==> src/rtl/vend_ctrl.sv <==
// vend_ctrl: vending controller. It accepts half-unit and one-unit coins and
// tracks credit in half-units. When the credit reaches PRICE it vends one
// item. It pays any change, or a full refund on cancel, as a serial train of
// half-unit pulses. Coins presented while the controller is busy are
// rejected.
//
// Parameters
//   PRICE  item price in half-units (>= 2)
//   CNT_W  credit register width (2**CNT_W > PRICE+2)
//
// Ports
//   clk           rising-edge clock
//   rst_n         asynchronous active-low reset
//   pi_coin_half  one-cycle pulse, 0.5 coin inserted (value 1)
//   pi_coin_one   one-cycle pulse, 1.0 coin inserted (value 2)
//   pi_cancel     one-cycle pulse, refund request
//   po_cola       one-cycle dispense pulse
//   po_change     one pulse per half-unit returned
//   po_coin_rej   one-cycle pulse, coin(s) rejected while busy
//   po_busy       high while vending or paying out
//   po_credit     current credit in half-units
module vend_ctrl #(
  parameter int PRICE = 5,
  parameter int CNT_W = 4
) (
  input  logic             clk,
  input  logic             rst_n,
  input  logic             pi_coin_half,
  input  logic             pi_coin_one,
  input  logic             pi_cancel,
  output logic             po_cola,
  output logic             po_change,
  output logic             po_coin_rej,
  output logic             po_busy,
  output logic [CNT_W-1:0] po_credit
);

  typedef enum logic [2:0] {
    S_IDLE   = 3'd0,
    S_ACCUM  = 3'd1,
    S_VEND   = 3'd2,
    S_CHANGE = 3'd3,
    S_REFUND = 3'd4
  } state_t;

  localparam logic [CNT_W:0] LP_PRICE = (CNT_W+1)'(PRICE);

  state_t           r_state;
  logic [CNT_W-1:0] r_credit;
  logic             r_cola;
  logic             r_change;
  logic             r_rej;

  logic             w_busy;
  logic             w_coin;
  logic [CNT_W:0]   w_add;
  logic [CNT_W:0]   w_sum;

  // Busy covers the trailing cycle of the last cola/change pulse, because the
  // state has already returned to IDLE by then.
  assign w_busy = (r_state == S_VEND) || (r_state == S_CHANGE) ||
                  (r_state == S_REFUND) || r_cola || r_change;

  assign w_coin = pi_coin_half | pi_coin_one;
  // The sum is one bit wider than the credit, so PRICE-1+3 cannot wrap
  // before the compare.
  assign w_add  = (CNT_W+1)'({pi_coin_one, pi_coin_half});
  assign w_sum  = {1'b0, r_credit} + w_add;

  always_ff @(posedge clk or negedge rst_n) begin
    if (!rst_n) begin
      r_state  <= S_IDLE;
      r_credit <= '0;
      r_cola   <= 1'b0;
      r_change <= 1'b0;
      r_rej    <= 1'b0;
    end else begin
      r_cola   <= 1'b0;
      r_change <= 1'b0;
      r_rej    <= w_busy & w_coin;

      case (r_state)
        S_IDLE, S_ACCUM: begin
          // During the trailing pulse cycle the state is already IDLE, but
          // coins and cancel must still be ignored there.
          if (!w_busy) begin
            if (w_sum >= LP_PRICE) begin
              r_state  <= S_VEND;
              r_credit <= CNT_W'(w_sum - LP_PRICE);
              r_cola   <= 1'b1;
            end else if (pi_cancel && (w_sum != '0)) begin
              r_state  <= S_REFUND;
              r_credit <= CNT_W'(w_sum);
            end else begin
              r_credit <= CNT_W'(w_sum);
              r_state  <= (w_sum != '0) ? S_ACCUM : S_IDLE;
            end
          end
        end

        S_VEND: begin
          if (r_credit == '0) begin
            r_state <= S_IDLE;
          end else begin
            r_change <= 1'b1;
            r_credit <= r_credit - 1'b1;
            r_state  <= (r_credit == CNT_W'(1)) ? S_IDLE : S_CHANGE;
          end
        end

        S_CHANGE, S_REFUND: begin
          r_change <= 1'b1;
          r_credit <= r_credit - 1'b1;
          if (r_credit == CNT_W'(1)) begin
            r_state <= S_IDLE;
          end
        end

        default: begin
          r_state  <= S_IDLE;
          r_credit <= '0;
        end
      endcase
    end
  end

  assign po_cola     = r_cola;
  assign po_change   = r_change;
  assign po_coin_rej = r_rej;
  assign po_busy     = w_busy;
  assign po_credit   = r_credit;

endmodule

==> config.mk <==
export PLATFORM = sky130hd
export DESIGN_NAME = vend_ctrl
export DESIGN_NICKNAME = d
export VERILOG_FILES = /design/src/rtl/vend_ctrl.sv
export SDC_FILE = /design/constraint.sdc
export NUM_CORES = 1
export LEC_CHECK = 0
export CORE_MARGIN = 4
export CORE_UTILIZATION = 35
export CTS_CLUSTER_DIAMETER = 150
export DETAILED_ROUTE_END_ITERATION = 8
export HOLD_SLACK_MARGIN = 0.15
export PLACE_DENSITY = 0.59
export SETUP_SLACK_MARGIN = 0.5
export SLEW_MARGIN = 0
export SYNTH_ARGS = -nofsm -noshare
export SYNTH_HDL_FRONTEND = slang
export SYNTH_SLANG_ARGS = --single-unit
==> constraint.sdc <==
create_clock -name clk -period 4.6 [get_ports clk]
set_input_delay 0.92 -clock clk [delete_from_list [all_inputs] [get_ports clk]]
set_output_delay 0.92 -clock clk [all_outputs]
set_load 0.05 [all_outputs]
==> impl_metrics.tcl <==
set metrics [dict create \
    status "finished clean" \
    fin_crit_sh_pct 71.9 \
    ys_warn_count 0 \
    grt_pass1_wl_um 3950 \
    slew-limit-headroom_pct 66.2 \
    antenna_found_initial 0 \
    cp_data_required_time_ns 3.68 \
    slew_viol_final 0 \
    die_w_um 59.1 \
    cpPeakStageDelay_ns 0.81 \
    hpwl_um 1780 \
    synth_ff_type "dfrtp_1" \
    grt_start_max_net_pins 15 \
    rsz0062_at_grt "false" \
    seq_area_frac_synth_pct 27.4 \
    hold_violations 0 \
    grt_overflow 0 \
    start_kind "register" \
    end_kind "output port" \
    via_count 831 \
    finClkSkew_ns 0.00224 \
    worstMarginPinSlew_ns 0.507 \
    critPathArrivalTime_ns 2.39 \
    rows 18 \
    holdBufCountCts 0 \
    syn_area_sq_um 913 \
    drt-vias-per-instance 5.73 \
    cts_tree "done" \
    insertion_delay_ns 0.27 \
    n_antenna_cell 0 \
    setup_ws_ns 1.29 \
    timing.rr.end "po_credit[1]$_DFFE_PN0P_" \
    wire_per_inst_um 15.5 \
    io-pin-count 13 \
    numCtsBuffers 3 \
    fin_area_sq_um 1080 \
    postPlaceCellArea_sq_um 1050 \
    worst-path-max-fanout 9 \
    path_class "reg2out" \
    cts_buffer_depth 2 \
    synth_fp_nets 114 \
    root_buffer "clkbuf_4" \
    cts-htree-levels 1 \
    reg2reg_depth 9 \
    cp-endpoint "po_busy" \
    dieArea_sq_um 3490 \
    synth.distinct_cells 47 \
    start_util_pct 36.9 \
    portBuffers 12 \
    rr_startpoint "po_credit[0]$_DFFE_PN0P_" \
    yosysTopAreaCellShare_pct 27.4 \
    drc_errors 0 \
    yosysTopAreaCell "dfrtp_1" \
    synth_area_leaders "dfrtp_1, ha_1, a21oi_1, nor2_1, inv_1" \
    crit_chain "or3b_1, a21boi_1, nand2_1, clkdlybuf4s50_1" \
    syn_avg_cell_area_sq_um 8.95 \
    die_h_um 59.1 \
    ant_nets 0 \
    core_area_sq_um 2480 \
    first_pass_iters 4 \
    reg2reg_slack_ns 1.97 \
    syn-instance-count 102 \
    crit_slowest_cell "clkdlybuf4s50_1" \
    fmax_mhz 302 \
    synth-edff-count 0 \
    synth-seq-cells 10 \
    hp-class "reg2reg" \
    grt_pass1_vias 823 \
    clock-sinks 10 \
    drive_gt1_share_pct 12.2 \
    area_growth_pct 18.6 \
    synthTopCellsByCount "dfrtp_1, nor2_1, a21oi_1, inv_1, nand2_1" \
    yosysMostFrequentCell "dfrtp_1" \
    fin_setup_tns_ns 0 \
    cts_resized 0 \
    routed_wirelength_um 2240 \
    postCtsSetupBuffers 0 \
    dp_slack_ns 1.07 \
    cts.clk_slew.worst_paths_ns 0.08 \
    max_cap_viol_count 0 \
    grt_use_total_pct 15.1 \
    gp_congestion 0.784 \
    setup_violations 0 \
    utilization_pct 43.7 \
    worstSetupStartpoint "r_state[2]$_DFFE_PN0P_" \
    fin_crit_ns 3.31 \
    first_iter_violations 31 \
    async_flop_share_pct 100 \
    nNetsFinal 128 \
]
-- placed cells by master (no fill, tap or decap), drive strengths merged --
cell type / count
nor2: 8
or3: 2
o21ai: 7
inv: 7
nand4: 1
clkbuf: 4
o211ai: 2
dfrtp: 10
a22oi: 2
nand4b: 1
nor3b: 1
or2: 2
a21o: 2
fa: 1
nor3: 2
nor4: 2
o22a: 1
o22ai: 1
clkdlybuf4s50: 12
a22o: 1
ha: 6
xor2: 2
and2b: 1
o21a: 2
nand2b: 2
or3b: 1
nor4b: 2
o41ai: 1
o31ai: 2
mux2i: 2
o32ai: 1
nand3: 2
a21boi: 2
and2: 2
a21oi: 7
o31a: 1
nand2: 7
a31oi: 1
a211oi: 1
a31o: 1
-- cell type report --
cell class              count  area (sq um)
clock buffers               4          36.3
fillers                   263          1390
inverters                   7          26.3
multi-input cells          82           613
flip-flops and latches     10           250
well taps                  30          37.5
repair buffers             12           120
-- layer usage --
| layer | GRT usage [%] | vias up | routed length, um |
|---|---|---|---|
| li1 | - | 406 | - |
| met1 | 22.0 | 398 | 1080 |
| met2 | 22.4 | 25 | 1030 |
| met3 | 2.61 | 2 | 123 |
| met4 | 4.85 | 0 | 14 |
| met5 | 0 | - | 0 |
-- per-stage QoR --
| step | cells | hold WS [ns] |
|---|---|---|
| 2_1_floorplan | 102 | 0.542 |
| 3_3_place_gp | 141 | 0.589 |
| 3_5_place_dp | 141 | 0.591 |
| 4_1_cts | 145 | 0.601 |
| 5_1_grt | 145 | 0.641 |
| 6_report | 145 | 0.611 |
-- worst min-delay path by stage --
stage	startpoint	endpoint	slack, ns	cells after the start
finish	r_state[0]$_DFFE_PN0P_	r_state[0]$_DFFE_PN0P_	0.61	2
global route	r_state[0]$_DFFE_PN0P_	r_state[0]$_DFFE_PN0P_	0.64	2
CTS	r_state[0]$_DFFE_PN0P_	r_state[0]$_DFFE_PN0P_	0.60	2
detailed placement	r_state[0]$_DFFE_PN0P_	r_state[0]$_DFFE_PN0P_	0.59	2
global placement	r_state[0]$_DFFE_PN0P_	r_state[0]$_DFFE_PN0P_	0.59	2
floorplan	r_state[0]$_DFFE_PN0P_	r_state[0]$_DFFE_PN0P_	0.54	2
-- worst max-delay path: cells and delay by family (launching register included) --
family	cells	cell delay, ns
buf+inv	1	0.81
compound gates	1	0.21
flops	1	0.52
simple gates	2	0.57
-- cell families after synthesis --
group	Yosys count	synth area share, %
simple gates	36	23.4
compound gates	35	28.4
buf+inv	10	5.48
flops	10	27.4
fa+ha+maj	7	10.4
xor+xnor	2	2.74
mux	2	2.19
-- sequential cells by signal, summed over array words and instances, names as in the netlist --
register and flops:
po_change 1, po_cola 1, r_state 3, po_coin_rej 1, po_credit 4
Power is left out: the tool's default activity adds up to more than one toggle a clock period on the data nets, which glitch-free logic cannot reach.
